[config.mk]
export PLATFORM = sky130hd
export DESIGN_NAME = sram_arbiter
export DESIGN_NICKNAME = d
export VERILOG_FILES = /design/src/rtl/sram_ctrl_pkg.sv /design/src/rtl/rr_arb2.sv /design/src/rtl/sram_arbiter.sv
export SDC_FILE = /design/constraint.sdc
export NUM_CORES = 1
export LEC_CHECK = 0
export ABC_AREA = 1
export BUFFER_PORTS_ARGS = -buffer_cell sky130_fd_sc_hd__buf_2
export CORE_AREA = 2 2 47 49
export CTS_CLUSTER_DIAMETER = 30
export DETAILED_ROUTE_END_ITERATION = 10
export DIE_AREA = 0 0 49 51
export SLEW_MARGIN = 10
export SYNTH_ARGS = -nofsm -noshare
export SYNTH_HDL_FRONTEND = slang
export SYNTH_SLANG_ARGS = --single-unit
[constraint.sdc]
create_clock -name clk -period 2.2 [get_ports clk]
set_clock_uncertainty 0.1 [all_clocks]
set_input_delay 0.33 -clock clk [delete_from_list [all_inputs] [get_ports clk]]
set_output_delay 0.33 -clock clk [all_outputs]
set_load 0.005 [all_outputs]
[src/rtl/sram_ctrl_pkg.sv]
// Shared definitions for the two-requester SRAM arbiter: FSM state encoding
// and requester index constants.
package sram_ctrl_pkg;

  typedef enum logic [1:0] {
    ST_IDLE = 2'd0,
    ST_CMD  = 2'd1,
    ST_RESP = 2'd2
  } state_t;

  localparam logic REQ0 = 1'b0;
  localparam logic REQ1 = 1'b1;

endpackage

[src/rtl/rr_arb2.sv]
// Two-way round-robin winner selection; the pointer moves to the loser on
// every accepted grant so continuous contention strictly alternates.
module rr_arb2
  import sram_ctrl_pkg::*;
(
  input  logic       clk,
  input  logic       rst,
  input  logic [1:0] req,
  input  logic       advance,
  output logic       winner
);

  logic prio;

  always_comb begin
    if (req == 2'b11) winner = prio;
    else              winner = req[1] ? REQ1 : REQ0;
  end

  always_ff @(posedge clk or posedge rst) begin
    if (rst)          prio <= REQ0;
    else if (advance) prio <= ~winner;
  end

endmodule

[src/rtl/sram_arbiter.sv]
// Arbitrates two requesters onto a single-port synchronous SRAM.
// state | meaning
// IDLE  | sample requests, register winner's command onto the memory bus
// CMD   | memory executes the command; grant the winner
// RESP  | read data returned to the winner (reads only)
module sram_arbiter
  import sram_ctrl_pkg::*;
#(
  parameter int DATA_WIDTH = 2,
  parameter int ADDR_WIDTH = 2
) (
  input  logic                  clk,
  input  logic                  rst,
  input  logic                  req_0,
  input  logic                  we_0,
  input  logic [ADDR_WIDTH-1:0] addr_0,
  input  logic [DATA_WIDTH-1:0] wdata_0,
  input  logic                  req_1,
  input  logic                  we_1,
  input  logic [ADDR_WIDTH-1:0] addr_1,
  input  logic [DATA_WIDTH-1:0] wdata_1,
  output logic                  gnt_0,
  output logic                  rvalid_0,
  output logic [DATA_WIDTH-1:0] rdata_0,
  output logic                  gnt_1,
  output logic                  rvalid_1,
  output logic [DATA_WIDTH-1:0] rdata_1,
  output logic [ADDR_WIDTH-1:0] mem_addr,
  output logic                  mem_wr_n,
  output logic [DATA_WIDTH-1:0] mem_wdata,
  input  logic [DATA_WIDTH-1:0] mem_rdata
);

  state_t state, state_nx;
  logic   winner, win_q, we_q, we_sel, start;
  logic [DATA_WIDTH-1:0] rdata_q0, rdata_q1;

  assign start  = (state == ST_IDLE) && (req_0 || req_1);
  assign we_sel = (winner == REQ1) ? we_1 : we_0;

  rr_arb2 u_rr (
    .clk     (clk),
    .rst     (rst),
    .req     ({req_1, req_0}),
    .advance (start),
    .winner  (winner)
  );

  always_ff @(posedge clk or posedge rst) begin
    if (rst) state <= ST_IDLE;
    else     state <= state_nx;
  end

  always_comb begin
    state_nx = state;
    case (state)
      ST_IDLE: if (start) state_nx = ST_CMD;
      ST_CMD:  state_nx = we_q ? ST_IDLE : ST_RESP;
      ST_RESP: state_nx = ST_IDLE;
      default: state_nx = ST_IDLE;
    endcase
  end

  // Read data is passed straight through in RESP and held afterwards.
  always_comb begin
    gnt_0    = (state == ST_CMD)  && (win_q == REQ0);
    gnt_1    = (state == ST_CMD)  && (win_q == REQ1);
    rvalid_0 = (state == ST_RESP) && (win_q == REQ0);
    rvalid_1 = (state == ST_RESP) && (win_q == REQ1);
    rdata_0  = rvalid_0 ? mem_rdata : rdata_q0;
    rdata_1  = rvalid_1 ? mem_rdata : rdata_q1;
  end

  always_ff @(posedge clk or posedge rst) begin
    if (rst) begin
      mem_addr  <= '0;
      mem_wdata <= '0;
      mem_wr_n  <= 1'b1;
      win_q     <= REQ0;
      we_q      <= 1'b0;
      rdata_q0  <= '0;
      rdata_q1  <= '0;
    end else begin
      mem_wr_n <= 1'b1;
      if (start) begin
        mem_addr  <= (winner == REQ1) ? addr_1  : addr_0;
        mem_wdata <= (winner == REQ1) ? wdata_1 : wdata_0;
        mem_wr_n  <= ~we_sel;
        win_q     <= winner;
        we_q      <= we_sel;
      end
      if (rvalid_0) rdata_q0 <= mem_rdata;
      if (rvalid_1) rdata_q1 <= mem_rdata;
    end
  end

endmodule
==> run_results.csv <==
group,metric,value,unit
finish,instances_no_fill,132,
drt,wirelength,1.43,mm
drt,first_iter_violations,8,
finish,area_growth,29.1,%
die,rows,17,
worst_setup_path,setup.worst_path.class,"reg -> out",
worst_setup_path,crit_required,1.77,ns
drt,ant_nets,0,
sta,setup_viol,0,
drt,routedWlPerCell,10.8,um
global_route,overflow,0,
power_and_ir_drop,powerDensity,1290,nW/um2
synthesis,synth-seq-area-share,53.7,%
sta,setup_ws,0.421,ns
synthesis,synth_area_leaders,"dfrtp_1 50%, nand3_1 9.9%, nand2_1 9.2%, inv_1 5.2%, nor2_4 5.2%",
synthesis,syn_inst,73,
drt,dr_total_vias,587,
finish,post-route-util,40.9,%
drt,dr.pass1.iters,3,
synthesis,yosysWarnings,0,
placement,portBuffers,28,
hold_path,holdCritPathClass,"in -> async",
finish,nNetsFinal,121,
finish,mostFrequentLayoutCells,"28 x buf_2, 16 x nand2_1, 13 x nand3_1, 13 x dfrtp_1, 9 x inv_1",
sta,tightest_slew,0.527,ns
sta,period_needed,1.78,ns
sta,max_freq,0.562,GHz
synthesis,syn_area_per_cell,8.96,um2
die,num_io_pins,29,
finish,drive_gt1_share,36.5,%
worst_setup_path,start_kind,"flip-flop",
finish,final_common_cell,"buf_2",
synthesis,mappedNetlistArea,654,um2
finish,multi_input_area,258,um2
clocking,cts.path.max_buffers,2,
worst_setup_path,reg2reg_from,"state[1]",
worst_setup_path,rrSetupSlack,1.06,ns
clocking,ctsHtreeMaxLevel,1,
worst_setup_path,crit_path_end_kind,"primary output",
placement,globalplace.congestion,0.799,
sta,rsz0062_at_grt,"no",
global_route,antenna_found_initial,0,
synthesis,synth_cell_types,13,
clocking,cts_hold_buffers,0,
clocking,cts-root-buf,"clkbuf_4",
global_route,grt_use_total,12.7,%
global_route,grt_max_degree,15,
sta,post-route-period-util,80.9,%
placement,dp_hpwl,1.13,mm
sta,tns,0,ns
finish,diodes,0,
die,dieArea,2500,um2
status,violations,"hold timing",
clocking,cts_tree,"built",
clocking,ctsResizeCount,0,
synthesis,synth_top_area_share,49.7,%
die,die_x,49,um
synthesis,synth-seq-cells,14,
finish,fill_cells,234,
drt,drc,0,
clocking,clk_pin_slew_worst_paths,0.08,ns
status,status,"finished with violations",
placement,dp.cells,128,
sta,hold_viol,13,
global_route,grt_first_pass_wirelength,2.46,mm
clocking,numCtsBuffers,3,
die,start_util,31.7,%
placement,place_ws,0.692,ns
sta,max-slew-margin-rel,64.8,%
synthesis,synth_fp_nets,89,
sta,hold_ws,-0.0188,ns
clocking,cts_sinks,14,
worst_setup_path,r2r_cells,4,
global_route,first_global_vias,574,
power_and_ir_drop,p_leak,0.462,nW
finish,seq_area,352,um2
die,die_h,51,um
run,drv_cap,0,
worst_setup_path,r2r_end,"u_rr.prio",
synthesis,yosys.area.top_type,"dfrtp_1",
worst_setup_path,cp_max_fo,5,
worst_setup_path,crit_arrival,1.35,ns
power_and_ir_drop,peakVddDrop,584,uV
drt,viasPerCell,4.45,
clocking,clk_latency,0.27,ns
sta,drv_slew,0,
die,core_area,2060,um2
clocking,post_cts.repair.setup_buffers,0,
[registers in the layout, indices dropped and copies added, names as in the netlist]
| name | cells |
|---|---|
| mem_wr_n | 1 |
| win_q | 1 |
| mem_addr | 2 |
| state | 2 |
| u_rr.prio | 1 |
| we_q | 1 |
| mem_wdata | 2 |
| rdata_q0 | 2 |
| rdata_q1 | 2 |
[through the flow]
step	hold WS (ns)	cell area [um2]	power (mW)
after floorplan	0.119	654	0.759
after global routing	0.0177	845	1.20
after global placement	0.297	818	0.943
final	-0.0188	845	1.09
after detailed placement	0.303	818	0.956
after CTS	0.00124	845	1.11
[critical path, stage by stage, from the launching register on]
cell,delay [ns]
dfrtp_1,0.42
inv_1,0.10
nand3_1,0.14
o21ai_0,0.26
buf_2,0.16
[cells by family after synthesis]
group | after synthesis | synth area share, %
buffers and inverters | 10 | 6.88
AO/OA/AOI/OAI | 7 | 5.93
AND/OR/NAND/NOR | 42 | 33.5
flip-flops | 14 | 53.7
[cell usage after synthesis (all sizes together)]
cell,n
inv,9
o21ai,7
nand2,18
nor2,6
nand3,13
nand4,5
buf,1
dfstp,1
dfrtp,13
[report_power, final]
part	total (mW)	leakage (nW)	switching (mW)	internal, mW
sequential	0.458	0.170	0.0710	0.387
clock	0.148	0.0150	0.0777	0.0702
combinational	0.484	0.278	0.286	0.198
total	1.09	0.462	0.435	0.656
[how the worst max path moves through the flow]
stage	from	end	depth (start not counted)
finish	state[0]	rdata_1[1]	4
global route	state[0]	rdata_1[0]	4
global placement	state[0]	rdata_0[1]	4
floorplan	state[0]	rdata_1[0]	3
CTS	state[0]	rdata_1[0]	4
detailed placement	state[0]	rdata_1[0]	4
[layer usage]
| layer | GRT usage [%] | routed length, um | part of all wire (%) | vias to the layer above |
|---|---|---|---|---|
| met1 | 16.9 | 678 | 47 | 260 |
| met5 | 0 | 0 | 0 | - |
| li1 | - | - | - | 302 |
| met2 | 19.6 | 636 | 45 | 25 |
| met3 | 2.34 | 114 | 8.0 | 0 |
| met4 | 7.14 | 0 | 0 | 0 |
[layout make-up]
| cell class | count | area share, % |
|---|---|---|
| clock buffer | 4 | 3.11 |
| inverter | 9 | 4.00 |
| multi-input combinational | 49 | 30.5 |
| sequential | 14 | 41.6 |
| tap | 28 | 4.15 |
| timing repair buffer | 28 | 16.6 |
Power figures use the tool's default switching activity.
